[src/rtl/pipe_pkg.sv]
// Shared pipeline definitions: opcode constants and writer/load decode helpers
// used by the bypass scoreboard and its operand matchers.
package pipe_pkg;

    localparam logic [4:0] OP_ALU  = 5'b00000;
    localparam logic [4:0] OP_ADDI = 5'b00101;
    localparam logic [4:0] OP_LW   = 5'b01000;
    localparam logic [4:0] OP_SW   = 5'b01011;

    localparam int SEL_W = 3;

    // Opcodes that write a destination register.
    function automatic logic is_writer(input logic [4:0] op);
        logic w;
        case (op)
            OP_ALU:  w = 1'b1;
            OP_ADDI: w = 1'b1;
            OP_LW:   w = 1'b1;
            default: w = 1'b0;
        endcase
        return w;
    endfunction

    function automatic logic is_load(input logic [4:0] op);
        return (op == OP_LW);
    endfunction

endpackage

[src/rtl/fwd_match.sv]
// Priority matcher for one source operand: finds the youngest in-flight
// producer of the register and reports whether its result is available yet.
module fwd_match
    import pipe_pkg::*;
#(
    parameter int DEPTH      = 3,
    parameter int LOAD_STAGE = 2,
    parameter int REG_W      = 5
) (
    input  logic                   uses,
    input  logic [REG_W-1:0]       src,
    input  logic [DEPTH-1:0]       valid,
    input  logic [DEPTH*REG_W-1:0] rd_flat,
    input  logic [DEPTH-1:0]       is_load,
    output logic [SEL_W-1:0]       sel,
    output logic                   not_ready
);

    logic [DEPTH-1:0] hit_s;

    // Scan oldest to youngest so the youngest hit overwrites older ones.
    always_comb begin
        hit_s     = '0;
        sel       = 3'd0;
        not_ready = 1'b0;
        for (int k = DEPTH; k >= 1; k--) begin
            hit_s[k-1] = uses && (src != '0) && valid[k-1] &&
                         (rd_flat[(k-1)*REG_W +: REG_W] == src);
            sel        = hit_s[k-1] ? SEL_W'(k) : sel;
            not_ready  = hit_s[k-1] ? (is_load[k-1] && (k < LOAD_STAGE)) : not_ready;
        end
    end

endmodule

[src/rtl/bypass_scoreboard.sv]
// In-order pipeline scoreboard: tracks destination registers of in-flight
// instructions, selects bypass sources and stalls on unresolved load-use hazards.
module bypass_scoreboard
    import pipe_pkg::*;
#(
    parameter int DEPTH      = 3,
    parameter int LOAD_STAGE = 2,
    parameter int REG_W      = 5,
    parameter int CNT_W      = 16
) (
    input  logic             clock,
    input  logic             reset,
    input  logic             issue_valid,
    input  logic [4:0]       issue_opcode,
    input  logic [REG_W-1:0] issue_rd,
    input  logic [REG_W-1:0] issue_rs,
    input  logic [REG_W-1:0] issue_rt,
    input  logic             issue_uses_rs,
    input  logic             issue_uses_rt,
    input  logic             flush,
    output logic             stall,
    output logic [2:0]       fwd_sel_a,
    output logic [2:0]       fwd_sel_b,
    output logic [CNT_W-1:0] stall_count
);

    if (DEPTH < 2 || DEPTH > 7) begin : g_bad_depth
        $error("bypass_scoreboard: DEPTH must be within 2..7");
    end
    if (LOAD_STAGE < 1 || LOAD_STAGE > DEPTH) begin : g_bad_load_stage
        $error("bypass_scoreboard: LOAD_STAGE must be within 1..DEPTH");
    end

    // Bit k-1 of each vector describes the instruction in stage k.
    logic [DEPTH-1:0]       valid_r;
    logic [DEPTH-1:0]       is_load_r;
    logic [DEPTH*REG_W-1:0] rd_r;
    logic [CNT_W-1:0]       count_r;

    logic [SEL_W-1:0] sel_a_s;
    logic [SEL_W-1:0] sel_b_s;
    logic             not_ready_a_s;
    logic             not_ready_b_s;
    logic             stall_s;
    logic             enter_s;

    fwd_match #(.DEPTH(DEPTH), .LOAD_STAGE(LOAD_STAGE), .REG_W(REG_W)) u_match_rs (
        .uses      (issue_uses_rs),
        .src       (issue_rs),
        .valid     (valid_r),
        .rd_flat   (rd_r),
        .is_load   (is_load_r),
        .sel       (sel_a_s),
        .not_ready (not_ready_a_s)
    );

    fwd_match #(.DEPTH(DEPTH), .LOAD_STAGE(LOAD_STAGE), .REG_W(REG_W)) u_match_rt (
        .uses      (issue_uses_rt),
        .src       (issue_rt),
        .valid     (valid_r),
        .rd_flat   (rd_r),
        .is_load   (is_load_r),
        .sel       (sel_b_s),
        .not_ready (not_ready_b_s)
    );

    // Hazard decision and stage-1 admission; reset and flush suppress both.
    always_comb begin
        stall_s = 1'b0;
        enter_s = 1'b0;
        if (!reset && issue_valid && !flush) begin
            stall_s = not_ready_a_s || not_ready_b_s;
            enter_s = !stall_s && is_writer(issue_opcode) && (issue_rd != '0);
        end else begin
            stall_s = 1'b0;
            enter_s = 1'b0;
        end
    end

    // Outputs are forced quiet while reset is held.
    always_comb begin
        stall     = stall_s;
        fwd_sel_a = 3'd0;
        fwd_sel_b = 3'd0;
        if (reset) begin
            fwd_sel_a = 3'd0;
            fwd_sel_b = 3'd0;
        end else begin
            fwd_sel_a = sel_a_s;
            fwd_sel_b = sel_b_s;
        end
    end

    // Entry shift register; the oldest entry falls off as it retires.
    always_ff @(posedge clock) begin
        if (reset) begin
            valid_r   <= '0;
            is_load_r <= '0;
            rd_r      <= '0;
        end else if (flush) begin
            valid_r   <= '0;
            is_load_r <= '0;
            rd_r      <= '0;
        end else begin
            valid_r   <= {valid_r[DEPTH-2:0], enter_s};
            is_load_r <= {is_load_r[DEPTH-2:0], enter_s && is_load(issue_opcode)};
            rd_r      <= {rd_r[(DEPTH-1)*REG_W-1:0], issue_rd};
        end
    end

    // Saturating count of stalled cycles.
    always_ff @(posedge clock) begin
        if (reset) begin
            count_r <= '0;
        end else if (stall_s && (count_r != '1)) begin
            count_r <= count_r + CNT_W'(1);
        end else begin
            count_r <= count_r;
        end
    end

    assign stall_count = count_r;

endmodule
[config.mk]
export PLATFORM = sky130hd
export DESIGN_NAME = bypass_scoreboard
export DESIGN_NICKNAME = d
export VERILOG_FILES = /design/src/rtl/pipe_pkg.sv /design/src/rtl/fwd_match.sv /design/src/rtl/bypass_scoreboard.sv
export SDC_FILE = /design/constraint.sdc
export NUM_CORES = 1
export LEC_CHECK = 0
export ABC_CLOCK_PERIOD_IN_PS = 3450
export CAP_MARGIN = 10
export CORE_UTILIZATION = 50
export CTS_BUF_LIST = sky130_fd_sc_hd__clkbuf_16
export DETAILED_ROUTE_END_ITERATION = 7
export PLACE_DENSITY = 0.81
export SYNTH_ARGS = -nofsm -noshare
export SYNTH_HDL_FRONTEND = slang
export SYNTH_SLANG_ARGS = --single-unit
export TNS_END_PERCENT = 100
[constraint.sdc]
create_clock -name clock -period 3.45 [get_ports clock]
set_input_delay 0.345 -clock clock [delete_from_list [all_inputs] [get_ports clock]]
set_output_delay 0.345 -clock clock [all_outputs]
set_load 0.01 [all_outputs]
Yosys cells after proc, flatten, opt, wreduce, memory -nomap -nowiden
Index checks and enable logic that the tools add are counted.
- register bits: 35
- input bits: 26
- output and inout port bits: 23
- add/subtract/negate cells: 1
- eq/ne operators: 9
- mux-type cells: 14
- reduce and logical (&&, ||, !) cells: 30
- operators by type and width (kind ; number):
    $eq 5x5->1 ; 6
    $logic_and 1x1->1 ; 20
    $mux 3 ; 6
    $add 16x1->16 const B ; 1
    $ne 16x16->1 const B ; 1
    $reduce_bool 5->1 ; 3
    $mux 1 ; 6
    $eq 5x3->1 const B ; 1
    $eq 5x4->1 const B ; 1
    $logic_not 5->1 ; 1
    $mux 2 ; 2
    $logic_not 1->1 ; 3
    $reduce_or 3->1 ; 1
    $reduce_or 2->1 ; 1
    $logic_or 1x1->1 ; 1

Longest topological paths before layout
Gate-level depths: netlist (run 1).
- word-level depth: 11
- gate-level depth with buffers: 8

Cells and area by module
Synthesis (run 1) repeated with hierarchy kept, for this count alone.
- cell total of the unflattened synthesis: 218
- area total of the unflattened synthesis: 1995.7 um^2
- by module, submodules not included (module ; instances ; cells each ; area an instance (um^2)):
    bypass_scoreboard ; 1 ; 156 ; 1522.7
    fwd_match ; 2 ; 31 ; 236.5

Worst setup path after synthesis (run 1)
Ideal clock, no wire load.
- kind: reg2reg
- from: register count_r[0], in the netlist stall_count[0]
- to: register count_r[7], in the netlist stall_count[7]
- library setup time: 121 ps
- arrival time: 2021 ps
- required time: 3329 ps
- path slack: 1308 ps
- stages on the path, launching flop included: 9
- path buffers: 1
- period minus slack after synthesis: 2142 ps
- cell sequence: dfxtp_1 -> ha_1 -> nand2_1 -> or2_2 -> or3_1 -> nand3_1 -> buf_2 -> nor4_1 -> mux2_2
- cells in the longest elaborated chain, start to end: 2
- elaborated cells between the ends (all ways): 3
- those cells by class: add/sub: 1; eq/ne: 1; reduce/logical: 1
- RTL lines (item ; line ; RTL):
    start, declared ; bypass_scoreboard.sv:38 ; logic [CNT_W-1:0] count_r;
    start signal, assigned ; bypass_scoreboard.sv:116 ; count_r <= count_r + CNT_W'(1);
    start signal, assigned ; bypass_scoreboard.sv:118 ; count_r <= count_r;
    branches (longest 2 deep; another with $add 16x1->16) ; n/a ;
Parallel ways; which one is timed is not known.
A chain may end at the register's enable or synchronous reset.

Worst setup path in the final report (run 1)
- from: input issue_rs[2]
- to: output fwd_sel_a[1]
- cells in the longest elaborated chain, start to end: 8
- elaborated cells between the ends (all ways): 15
- those cells by class: eq/ne: 3; mux: 4; reduce/logical: 8
- RTL lines (item ; line ; RTL):
    start, declared ; bypass_scoreboard.sv:16 ; input logic [REG_W-1:0] issue_rs,
    $reduce_bool 5->1 ; fwd_match.sv:27 ; hit_s[k-1] = uses && (src != '0) && valid[k-1] &&
    $logic_and 1x1->1 (3 in series) ; fwd_match.sv:27 ;
    $mux 2 ; fwd_match.sv:29 ; sel = hit_s[k-1] ? SEL_W'(k) : sel;
    $mux 3 ; fwd_match.sv:29 ;
    $mux 3 (*) ; fwd_match.sv:29 ;
    $mux 3 (*) ; bypass_scoreboard.sv:85 ; if (reset) begin
    end, declared ; bypass_scoreboard.sv:22 ; output logic [2:0] fwd_sel_a,
Every way passes the cells marked *; elsewhere a longest branch is shown, timed or not.

==> metrics.yaml, run 1 <==
ys_ff_latch: 35
critical_path_arrival_ns: 2.59
ys.warnings.count: 0
wl_per_cell_um: 14.4
nNetsFinal: 293
p_per_area_nw_per_um2: 366
cts.sinks: 35
die_h_um: 63.9
grtUsageMet2_pct: 36.8
syn_inst: 216
finalWirelength_mm: 4.54
die_w_um: 63.9
synth-compound-area-share_pct: 11.9
crit_start: "issue_rs[2]"
grt_pass1_wl_mm: 7.83
synthFlopType: "dfxtp_1"
min_period_ns: 2.93
fin_crit_sh_pct: 85.1
hold_path_class: "flop to flop"
synth_top_cell_area_share_pct: 36.5
r2r_cells: 7
die_area_um2: 4090
critPathMaxFanout: 5
synth.avg_cell_area_um2: 8.88
synth_mux_area_share_pct: 2.54
groute.usage.overall_pct: 25.0
synth.most_common_cell: "dfxtp_1"
worstSetupEndpointType: "output port"
grt_pass1_vias: 1639
met1_usage_pct: 33.2
place_congestion: 0.892
synth_edf_count: 0
tns_ns: 0
seq_area_frac_synth_pct: 36.5
setup_viol: 0
status: "finished clean"
clk-insertion-delay-late_ns: 0.28
final_util_pct: 70.4
synth-simple-area-share_pct: 32.0
syn_to_final_growth_pct: 34.4
maxSlewViolCount: 0
antenna_found_initial: 0
dp_hpwl_mm: 3.40
synth_fa_ha_area_share_pct: 0.652
rows: 22
top_usage_layer: "met2"
drc_errors: 0
worst_pin_slew_ns: 0.729
rsz0062_at_grt: "false"
syn_area_um2: 1920
cp.required_ns: 3.11
cts_tree: "built"
drt_first_pass_iters: 4
worstSetupEndpoint: "fwd_sel_a[1]"
vdd_drop_max_mv: 0.257
fill_cells: 298
clock_skew_ns: 0.00406
grt_max_degree: 22
cts_setup_buffers: 0
synth_area_leaders: "dfxtp_1 37%, xor2_1 7.3%, xnor2_1 6.4%"
synthArstFlopShare_pct: 0
num_io_pins: 49
portBuffers: 46
via_per_inst: 5.63
gr-usage-met3_pct: 6.07
cts_made_buffers: 5
critical_path.max_stage_delay_ns: 0.57
crit_top_cell: "clkdlybuf4s50_1"
yosys.area_share.xor_xnor_pct: 13.7
start_util_pct: 52.4
finalPower_mw: 0.943
r2r_start: "stall_count[0]"
clock.fmax_mhz: 341
yosys-top-cells-count: "35 x dfxtp_1, 17 x and2_1, 16 x xor2_1"
multi_input_area_um2: 1170
cts-root-buf: "clkbuf_16"
synth_top_cell_by_area: "dfxtp_1"
rrSetupSlack_ns: 1.10
clk_path_buf_depth: 2
p_leak_nw: 0.905
maxSlewHeadroom_pct: 50.9
path_cells: "clkdlybuf4s50_1 > or4_4 > o21ai_4 > nor2_1 > nand3_1 > o21ai_0 > and3_1 > clkdlybuf4s50_1"
ant_nets: 0
synth_cell_type_count: 43
r2r-end: "stall_count[9]"
antenna_cells: 0
path_class: "input pin to output port"
cts.clk_slew.worst_paths_ns: 0.06
slowest_stage: "or4_4"
gr-total-overflow: 0
core-area_um2: 3660
maxCapViolations: 0
ctsHoldBuffers: 0
htreeDepth: 2
synth_top_family_by_area: "simple AND/OR/NAND/NOR gates"
drive_gt1_share_pct: 9.36
startpoint_type: "input pin"
cts_resized: 0
drt_iter0_drc: 112
via_count: 1773
ff_latch_area_um2: 701
final-hold-violation-count: 0
worst min path at each step:
stage | slack (ns) | end | startpoint | cells past startpoint
2_1_floorplan | 0.41 | valid_r[0] | is_load_r[0] | 1
3_3_place_gp | 0.43 | valid_r[0] | is_load_r[0] | 1
3_5_place_dp | 0.43 | valid_r[0] | is_load_r[0] | 1
4_1_cts | 0.44 | valid_r[0] | is_load_r[0] | 1
5_1_grt | 0.48 | valid_r[0] | is_load_r[0] | 1
6_report | 0.44 | valid_r[0] | is_load_r[0] | 1
critical path, delay by kind of cell:
kind | cells | cell delay (ns)
buffers and inverters | 2 | 0.99
and+or+nand+nor | 4 | 0.96
AOI/OAI and AO/OA | 2 | 0.28
registers in the layout, indices dropped and copies added, names as in the netlist:
name / count
is_load_r: 1
rd_r: 15
stall_count: 16
valid_r: 3
where the power goes:
| group | switching (mW) | internal (mW) | leakage [nW] |
|---|---|---|---|
| clock | 0.179 | 0.269 | 0.0700 |
| combinational | 0.0353 | 0.0457 | 0.552 |
| sequential | 0.00485 | 0.408 | 0.283 |
| total | 0.219 | 0.723 | 0.905 |
routing by layer:
metal	vias up	share of wire, %
li1	893	-
met1	802	47
met2	64	44
met3	14	5.8
met4	0	2.9
met5	-	0
through the flow:
step	setup WS, ns	cells	hold slack [ns]	area [um^2]
after floorplan	1.31	217	0.406	1920
after CTS	0.530	315	0.442	2580
after detailed placement	0.564	307	0.435	2430
final	0.516	315	0.436	2580
after global placement	0.581	307	0.428	2430
after global routing	0.372	315	0.477	2580
logic make-up after synthesis:
group                      after synthesis
adders and majority gates                1
AOI/OAI and AO/OA                       34
and+or+nand+nor                        101
xor gates and xnor gates                30
DFF                                     35
muxes                                    4
other                                    1
buffers and inverters                   10
layout by cell type (no fill, tap or decap), types with 3 or more instances in the layout:
cell type	instances
and2_1	17
nor2b_1	3
nand4_1	6
a21oi_1	13
dfxtp_1	35
xor2_1	16
clkdlybuf4s50_1	46
mux2_2	3
nor4_1	8
nand2_1	9
o31ai_1	7
or4_1	11
clkbuf_16	5
o21ai_0	7
nand3_1	12
nor2_1	13
buf_4	3
or3_1	4
xnor2_1	14
and3_1	3
layout make-up:
class	instances	area share [%]
multi-input combinational	172	45.5
sequential	35	27.2
timing repair buffer	49	18.7
clock buffer	5	4.85
tap	48	2.33
clock inverter	3	0.970
inverter	3	0.437
Power figures use the tool's default switching activity.
==> inputs of run 2 (changes only) <==
- CELL_PAD_IN_SITES_DETAIL_PLACEMENT: unset -> 1
- CELL_PAD_IN_SITES_GLOBAL_PLACEMENT: unset -> 2
- CORE_UTILIZATION: 50 -> 31
- PLACE_DENSITY: 0.81 -> unset
- PLACE_DENSITY_LB_ADDON: unset -> 0.1
==> run 2 against run 1 <==
First-iteration DRC count shrank 43%. Non-clock buffer count grew 1. Worst setup slack lost 0.13 ns. Design area grew 1.1%. Sequential power is essentially flat. Clock skew shrank 0.00061 ns. Critical path depth shrank 1. Sequential cell count is the same. Via count shrank 1.7%. Clock power shrank 6.7%. Largest cell class unchanged. Largest power group unchanged. Highest routed layer unchanged.
==> metrics.yaml, run 2 (synthesis results as in run 1) <==
ctsHoldBuffers: 0
via_count: 1743
tns_ns: 0
maxSlewViolCount: 0
drt_iter0_drc: 64
grt_pass1_vias: 1773
hold_path_depth: 1
clk_path_buf_depth: 2
p_per_area_nw_per_um2: 351
clock_skew_ns: 0.00344
core-area_um2: 5960
gr-total-overflow: 0
fin_crit_sh_pct: 88.7
die_h_um: 80.7
largest_register_ff_count: 16
worst_hold_slack_ns: 0.448
cts.sinks: 35
status: "finished clean"
cts_tree: "built"
r2r_start: "stall_count[0]"
grt_max_degree: 22
groute.usage.overall_pct: 18.5
path_cells: "clkdlybuf4s50_1 > or4_4 > o21ai_4 > and4b_4 > o21ai_4 > inv_2 > clkdlybuf4s50_1"
wl_per_cell_um: 15.8
cts_resized: 0
die_w_um: 80.7
maxSlewHeadroom_pct: 49.1
drt_first_pass_iters: 4
finalPower_mw: 0.916
antenna_cells: 0
portBuffers: 46
ant_nets: 0
layout_commonest_cell: "clkdlybuf4s50_1"
setup_viol: 0
critical_path.max_stage_delay_ns: 0.59
rrSetupSlack_ns: 0.97
startpoint_type: "input pin"
hold_path_class: "flop to flop"
cts_made_buffers: 5
r2r_cells: 7
place_congestion: 0.780
maxCapViolations: 0
slowest_stage: "or4_4"
grt_pass1_wl_mm: 9.00
worstSetupEndpointType: "output port"
die_area_um2: 6510
syn_to_final_growth_pct: 35.9
cts-root-buf: "clkbuf_16"
antenna_found_initial: 0
cp.required_ns: 3.11
start_util_pct: 32.2
path_class: "input pin to output port"
critPathMaxFanout: 11
clk-insertion-delay-late_ns: 0.28
htreeDepth: 2
crit_start: "issue_rs[1]"
p_leak_nw: 0.910
nNetsFinal: 294
hold_start: "is_load_r[0]"
finalWirelength_mm: 5.42
worst_pin_slew_ns: 0.757
num_io_pins: 49
clock.fmax_mhz: 327
critical_path_arrival_ns: 2.71
cts.clk_slew.worst_paths_ns: 0.05
final-hold-violation-count: 0
worstSetupEndpoint: "stall"
vdd_drop_max_mv: 0.259
rows: 28
min_period_ns: 3.06
drc_errors: 0
r2r-end: "stall_count[7]"
rsz0062_at_grt: "false"
drive_gt1_share_pct: 8.58
dp_hpwl_mm: 4.23
cts_setup_buffers: 0
via_per_inst: 5.08
final_cell_mix: "46 x clkdlybuf4s50_1, 35 x dfxtp_1, 17 x and2_1, 16 x xor2_1, 14 x xnor2_1"
-- run 2: cell count changes in the layout (fill, tap and decap cells not counted) --
cell        before  now
buf_4            3    4
clkinvlp_4       1    0
clkinv_4         2    0
inv_1            2    3
clkinv_1         0    2
-- run 2: per-stage QoR --
| stage | worst slack (ns) | util, % | cells | area (um^2) |
|---|---|---|---|---|
| 6_report | 0.391 | 43.8 | 343 | 2610 |
| 5_1_grt | 0.240 | 43.8 | 343 | 2610 |
| 4_1_cts | 0.369 | 43.8 | 343 | 2610 |
| 3_5_place_dp | 0.375 | 41.5 | 335 | 2470 |
| 3_3_place_gp | 0.415 | 41.5 | 335 | 2470 |
| 2_1_floorplan | 1.31 | - | 217 | 1920 |
-- run 2: cell type report --
type,count,area [um^2]
multi-input combinational,172,1170
clock buffer,5,125
fill,711,3350
clock inverter,3,11.3
inverter,3,11.3
tap,75,93.8
timing repair buffer,50,490
sequential,35,701
-- run 2: report_power, final --
part / switching (mW) / internal, mW
logic: 0.0367 / 0.0464
registers: 0.00499 / 0.408
clock network: 0.160 / 0.259
total: 0.201 / 0.714
-- run 2: layer usage --
layer  up-vias  part of all wire (%)  global-route usage (%)
met5         -                     0                       0
met4         0                  0.89                    5.36
met3         4                   4.2                    4.20
met2        37                    40                    26.0
met1       815                    55                    27.4
li1        887                     -                       -
-- run 2: critical path: cells and delay by family --
| family | cells | cell delay [ns] |
|---|---|---|
| buffers and inverters | 3 | 1.06 |
| AOI/OAI and AO/OA | 2 | 0.46 |
| and+or+nand+nor | 2 | 0.84 |
-- run 2: worst min path at each step --
stage,endpoint
floorplan,valid_r[0]
global placement,valid_r[0]
detailed placement,valid_r[0]
CTS,valid_r[0]
global route,valid_r[0]
finish,valid_r[0]
